[config.mk]
export PLATFORM = sky130hd
export DESIGN_NAME = muladd_acc
export DESIGN_NICKNAME = d
export VERILOG_FILES = /design/src/rtl/muladd_acc_pkg.sv /design/src/rtl/muladd_acc_ctrl.sv /design/src/rtl/muladd_acc.sv
export SDC_FILE = /design/constraint.sdc
export NUM_CORES = 2
export LEC_CHECK = 0
export CAP_MARGIN = 20
export CORE_MARGIN = 5
export CORE_UTILIZATION = 30
export CTS_BUF_LIST = sky130_fd_sc_hd__clkbuf_4
export CTS_CLUSTER_DIAMETER = 60
export DETAILED_ROUTE_END_ITERATION = 8
export SKIP_CTS_REPAIR_TIMING = 1
export SYNTH_ARGS = -nofsm -noshare
export SYNTH_HDL_FRONTEND = slang
export SYNTH_SLANG_ARGS = --single-unit
[constraint.sdc]
create_clock -name clk -period 28.8 [get_ports clk]
set_input_delay 8.64 -clock clk [delete_from_list [all_inputs] [get_ports clk]]
set_output_delay 8.64 -clock clk [all_outputs]
set_load 0.03 [all_outputs]
[src/rtl/muladd_acc_pkg.sv]
// Shared definitions for the multiply-accumulate unit: opcodes, control FSM encoding, pipeline depth.
package muladd_acc_pkg;

  localparam logic [1:0] OP_MUL  = 2'b00;
  localparam logic [1:0] OP_MACC = 2'b01;
  localparam logic [1:0] OP_MSUB = 2'b10;
  localparam logic [1:0] OP_MNEG = 2'b11;

  typedef enum logic [1:0] {
    ST_IDLE  = 2'd0,
    ST_DELAY = 2'd1,
    ST_RUN   = 2'd2,
    ST_FIN   = 2'd3
  } state_t;

  // Cycles from operand sample to accumulator update; first is delayed PIPE_LAT-1 to match.
  localparam int PIPE_LAT = 3;

endpackage

[src/rtl/muladd_acc_ctrl.sv]
// Run control: start delay, period/iteration counting, done flag, and the accumulator-restart
// marker (first) delayed to line up with the product stage.
module muladd_acc_ctrl
  import muladd_acc_pkg::*;
#(
  parameter int ITER_W   = 10,
  parameter int PERIOD_W = 10,
  parameter int DELAY_W  = 32
) (
  input  logic                clk,
  input  logic                rst,
  input  logic                run,
  input  logic [ITER_W-1:0]   iterations,
  input  logic [PERIOD_W-1:0] period,
  input  logic [DELAY_W-1:0]  delay0,
  output logic                done,
  output logic                first_d2
);

  state_t                state;
  logic [DELAY_W-1:0]    dcnt;
  logic [PERIOD_W-1:0]   pcnt;
  logic [ITER_W-1:0]     icnt;
  logic [PERIOD_W-1:0]   plen;
  logic [PERIOD_W:0]     pnext;
  logic [ITER_W:0]       inext;
  logic                  first;
  logic [PIPE_LAT-2:0]   first_sr;

  assign plen  = (period == '0) ? PERIOD_W'(1) : period;
  assign pnext = {1'b0, pcnt} + (PERIOD_W+1)'(1);
  assign inext = {1'b0, icnt} + (ITER_W+1)'(1);
  assign first = (state != ST_RUN) || (pcnt == '0);
  assign first_d2 = first_sr[PIPE_LAT-2];

  always_ff @(posedge clk or posedge rst) begin
    if (rst) begin
      state    <= ST_IDLE;
      dcnt     <= '0;
      pcnt     <= '0;
      icnt     <= '0;
      done     <= 1'b0;
      first_sr <= '0;
    end else begin
      first_sr <= {first_sr[PIPE_LAT-3:0], first};
      if (run) begin
        state <= ST_DELAY;
        dcnt  <= delay0 + DELAY_W'(2);
        pcnt  <= '0;
        icnt  <= '0;
        done  <= 1'b0;
      end else begin
        case (state)
          ST_DELAY: begin
            // Leave DELAY on the edge where the count reaches zero.
            if (dcnt <= DELAY_W'(1)) begin
              dcnt <= '0;
              if (iterations == '0) begin
                state <= ST_FIN;
                done  <= 1'b1;
              end else begin
                state <= ST_RUN;
              end
            end else begin
              dcnt <= dcnt - DELAY_W'(1);
            end
          end
          ST_RUN: begin
            if (pnext >= {1'b0, plen}) begin
              pcnt <= '0;
              icnt <= inext[ITER_W-1:0];
              if (inext >= {1'b0, iterations}) begin
                state <= ST_FIN;
                done  <= 1'b1;
              end
            end else begin
              pcnt <= pnext[PERIOD_W-1:0];
            end
          end
          ST_IDLE: ;
          ST_FIN:  ;
        endcase
      end
    end
  end

endmodule

[src/rtl/muladd_acc.sv]
// Signed multiply-accumulate unit: S1 operand regs, S2 product, S3 accumulator; out0 latency 3.
// Define MULADD_ACC_SAT_EN to clamp out0 to DATA_W and raise a sticky ovf flag.
module muladd_acc
  import muladd_acc_pkg::*;
#(
  parameter int DATA_W   = 32,
  parameter int ACC_W    = 64,
  parameter int ITER_W   = 10,
  parameter int PERIOD_W = 10,
  parameter int DELAY_W  = 32
) (
  input  logic                clk,
  input  logic                rst,
  input  logic                run,
  output logic                done,
  input  logic [DATA_W-1:0]   in0,
  input  logic [DATA_W-1:0]   in1,
  output logic [DATA_W-1:0]   out0,
  output logic                ovf,
  input  logic [1:0]          opcode,
  input  logic [ITER_W-1:0]   iterations,
  input  logic [PERIOD_W-1:0] period,
  input  logic [5:0]          shift,
  input  logic [DELAY_W-1:0]  delay0
);

  logic signed [DATA_W-1:0]   in0_r, in1_r;
  logic signed [2*DATA_W-1:0] prod;
  logic signed [ACC_W-1:0]    prod_ext, acc;
  logic                       first_d2;
  logic                       sh_fill;

  muladd_acc_ctrl #(
    .ITER_W   (ITER_W),
    .PERIOD_W (PERIOD_W),
    .DELAY_W  (DELAY_W)
  ) u_ctrl (
    .clk        (clk),
    .rst        (rst),
    .run        (run),
    .iterations (iterations),
    .period     (period),
    .delay0     (delay0),
    .done       (done),
    .first_d2   (first_d2)
  );

  assign prod_ext = ACC_W'(prod);

  always_ff @(posedge clk or posedge rst) begin
    if (rst) begin
      in0_r <= '0;
      in1_r <= '0;
      prod  <= '0;
      acc   <= '0;
    end else begin
      in0_r <= $signed(in0);
      in1_r <= $signed(in1);
      prod  <= (2*DATA_W)'(in0_r) * (2*DATA_W)'(in1_r);
      case (opcode)
        OP_MUL:          acc <= prod_ext;
        OP_MACC:         acc <= first_d2 ? prod_ext : acc + prod_ext;
        OP_MSUB, OP_MNEG: acc <= first_d2 ? -prod_ext : acc - prod_ext;
      endcase
    end
  end

  // Shifts at or beyond the accumulator width collapse to the sign bit.
  assign sh_fill = ({26'd0, shift} >= 32'(ACC_W));

`ifdef MULADD_ACC_SAT_EN
  logic signed [ACC_W-1:0] acc_sh;
  logic [ACC_W-DATA_W:0]   upper;
  logic                    sat_hi, sat_lo;

  assign acc_sh = sh_fill ? $signed({ACC_W{acc[ACC_W-1]}}) : (acc >>> shift);
  assign upper  = acc_sh[ACC_W-1:DATA_W-1];
  assign sat_hi = ~upper[ACC_W-DATA_W] & (|upper);
  assign sat_lo = upper[ACC_W-DATA_W] & ~(&upper);
  assign out0   = sat_hi ? {1'b0, {(DATA_W-1){1'b1}}} :
                  sat_lo ? {1'b1, {(DATA_W-1){1'b0}}} : acc_sh[DATA_W-1:0];

  always_ff @(posedge clk or posedge rst) begin
    if (rst)                  ovf <= 1'b0;
    else if (run)             ovf <= 1'b0;
    else if (sat_hi | sat_lo) ovf <= 1'b1;
  end
`else
  assign out0 = DATA_W'(sh_fill ? $signed({ACC_W{acc[ACC_W-1]}}) : (acc >>> shift));
  assign ovf  = 1'b0;
`endif

endmodule

==> run metrics <==
Setup crit start shift[0]; cell taking the most area after synthesis fa_1; critical path cell sequence buf_4, inv_1, nand2_1, o21ai_0, o21ai_0, o21ai_0, nor2_1, a21oi_1, o21ai_0, clkdlybuf4s50_1; Vias/cell 5.14; R2R cell count 28; number of synthesized flops with an enable pin 0; Die Span X 451 um; Crit Path Class in2out; CTS tree yes; worst-path maximum fanout 62; Post-Synth Simple-Gate Area 17.0%; drt wl/cell 20.2 um; Synth Flop Type dfrtp_1; Worst path depth 10; Die ar. 0.203 mm2; Synth Area in XOR/XNOR 3.56%; largest family of logic cells by synthesized area adder cells; CP Launch Type primary input; Worst Skew 0.137 ns; WP buf/inv 3; Routed Antenna Nets 0; ratio of cells with drive above 1 in the final layout 5.15%; area share of the largest cell type after synthesis 37.2%; r2r startpoint in1_r[5]; Crit-path slowest cell clkdlybuf4s50_1; vias in the first global route 50.4k; clk_lat worst skew 1.09 ns; Vias 47.6k; initial core utilization 30.2%; grt ovf 0; Fin. Hold Viols 0; Period minus WS final 20.74 ns; Worst Path Arrival 12.10 ns; actual slew at the worst max-slew pin 1.12 ns; top cells by area, synth fa_1 (37%), dfrtp_1 (11%), inv_1 (7.5%), ha_1 (7.2%), and2_1 (5.5%); Core Box Area 0.193 mm2; crit-path max cell delay 0.69 ns; IO Port Bufs 159; mux cell area share after synthesis 2.99%; yosys warns 0; Worst EP required 20.16 ns; initial antenna violation count 10; Multi-input gate area 0.0464 mm2; max_slew headroom 25.0%; final wirelength 187000 um; Final Max Tran Viols 0; Mapped Avg Cell Area 8.73 um2; pin count of the biggest net entering global routing 90; FF+latch area 0.00627 mm2; max-cap viol count 0; I/O Pins 161; DR pass1 iterations 6; 1st-iter DRT viols 3556; fmax 48.2 MHz; Hold Crit Class reg2reg; H-tree depth 3; worst reg2reg endpoint prod[62]; DRC 0; Clock transition at path regs 0.06 ns; area share of fa/ha/maj cells after synthesis 44.4%; Mapped Cells 6683; FP Rows 161; area delta synth->final 8.79%; Total Neg Setup Slack 0 ns; register area share after synthesis 10.7%; GP Congestion 0.927; CTS Buffer Depth 3; Synth Area in Compound Gates 11.5%; Fillers 20.1k; GRT Resource Usage Total 18.3%; reg-to-reg slack, setup 19.66 ns; status finished, final reports clean; Setup-failing EPs final 0; Final #Nets 8197; Die H 451 um; first-pass GRT wire length 293000 um; fin crit share 72.0%; RSZ-0062 raised after global routing no; Critical Path End out0[4]; synthesis-stage register bit count 249; CTS Sinks 249; CTS Root Cell clkbuf_4; synth unique cells 84; Netlist Area Pre-Place 0.0584 mm2; Post-DP HPWL 141000 um; ys async rst share 100%; Most common cell on crit path o21ai_0; post-route setup slack 8.06 ns; pre-CTS setup slack 8.07 ns; Syn Nets 8231; TritonCTS Buffers 82; nature of the critical path endpoint primary output; Crit path max-delay family buffers and inverters
==> how the worst min path moves through the flow <==
stage | from | to | slack [ns] | cells after the start
2_1_floorplan | u_ctrl.first_sr[0] | u_ctrl.first_sr[1] | 0.33 | 0
3_3_place_gp | u_ctrl.first_sr[0] | u_ctrl.first_sr[1] | 0.34 | 0
3_5_place_dp | u_ctrl.first_sr[0] | u_ctrl.first_sr[1] | 0.34 | 0
4_1_cts | u_ctrl.first_sr[0] | u_ctrl.first_sr[1] | 0.35 | 0
5_1_grt | u_ctrl.first_sr[0] | u_ctrl.first_sr[1] | 0.36 | 0
6_report | u_ctrl.first_sr[0] | u_ctrl.first_sr[1] | 0.35 | 0
==> sequential cells by signal, summed over array words and instances, names as in the netlist <==
signal,cells
u_ctrl.dcnt,32
u_ctrl.first_sr,2
prod,64
u_ctrl.state,2
acc,64
u_ctrl.pcnt,10
in0_r,32
u_ctrl.done,1
in1_r,32
u_ctrl.icnt,10
==> Yosys cell counts (all sizes together) (36+ instances only) <==
cell type	n
nand2b	46
mux2i	55
ha	337
dfrtp	249
nand4	39
a21o	67
a211oi	40
a21oi	336
nand3	90
nor2	334
inv	1167
nor2b	40
o21ai	273
o211ai	61
nor4	36
mux4	40
a31oi	40
and2	515
nand2	782
nor3	86
fa	1084
clkbuf	331
xnor2	187
o21bai	40
xor2	50
==> cells by family (layout without fill, tap and decap cells) <==
family          count (synthesis)  in the layout
other cells                     1             11
xor+xnor                      237            237
fa+ha+maj                    1421           1421
buf+inv                      1526           1559
mux                           121            121
compound gates               1078           1078
simple gates                 2050           2050
flops                         249            249
==> cell type report <==
| class | instances | share of cell area (%) |
|---|---|---|
| multi-input combinational | 4908 | 73.1 |
| sequential | 249 | 9.88 |
| clock buffer | 111 | 1.31 |
| inverter | 1171 | 6.93 |
| timing repair buffer | 237 | 3.43 |
| clock inverter | 40 | 0.372 |
| tap | 2526 | 4.98 |
| antenna | 10 | 0.0394 |
==> routing by layer <==
| metal | GRT usage [%] | part of all wire, % | vias up |
|---|---|---|---|
| met2 | 30.1 | 47 | 1873 |
| met5 | 0 | 0 | - |
| li1 | - | - | 21100 |
| met3 | 3.45 | 7.8 | 360 |
| met1 | 24.3 | 42 | 24200 |
| met4 | 5.69 | 3.2 | 0 |
==> metrics by stage <==
step	cell area, um2	utilization (%)	hold WS (ns)	instances
2_1_floorplan	58400	-	0.331	6683
3_3_place_gp	62300	32.3	0.341	9088
3_5_place_dp	62300	32.3	0.335	9088
4_1_cts	63400	32.9	0.351	9239
5_1_grt	63500	32.9	0.361	9249
6_report	63500	32.9	0.347	9252
==> cells in the final DEF (no fill, tap or decap), types with 12 or more instances in the layout <==
cell type and instances:
o221ai_1 12, a21oi_1 335, and2_1 513, fa_1 1084
o21ai_0 270, a21o_1 67, a31oi_1 40, mux2i_1 55
nand2b_1 46, dfrtp_1 217, o211ai_1 61, dfrtp_2 32
nand3_1 90, ha_1 337, nor4_1 35, or2_2 12
or4_1 13, nand2_1 781, nor2b_1 38, o31ai_1 26
a211oi_1 40, a221oi_1 13, or3_1 16, o21bai_1 40
buf_4 76, mux2_2 26, nand4_1 39, xnor2_1 187
nor2_1 333, clkinv_1 25, nor3_1 86, clkbuf_4 111
and3_1 22, mux4_2 40, o21a_1 31, xor2_1 50
inv_1 1164, clkdlybuf4s50_1 154
Power is not shown: default switching activity piles up to over one toggle a cycle in this logic, so the estimate is an artifact.
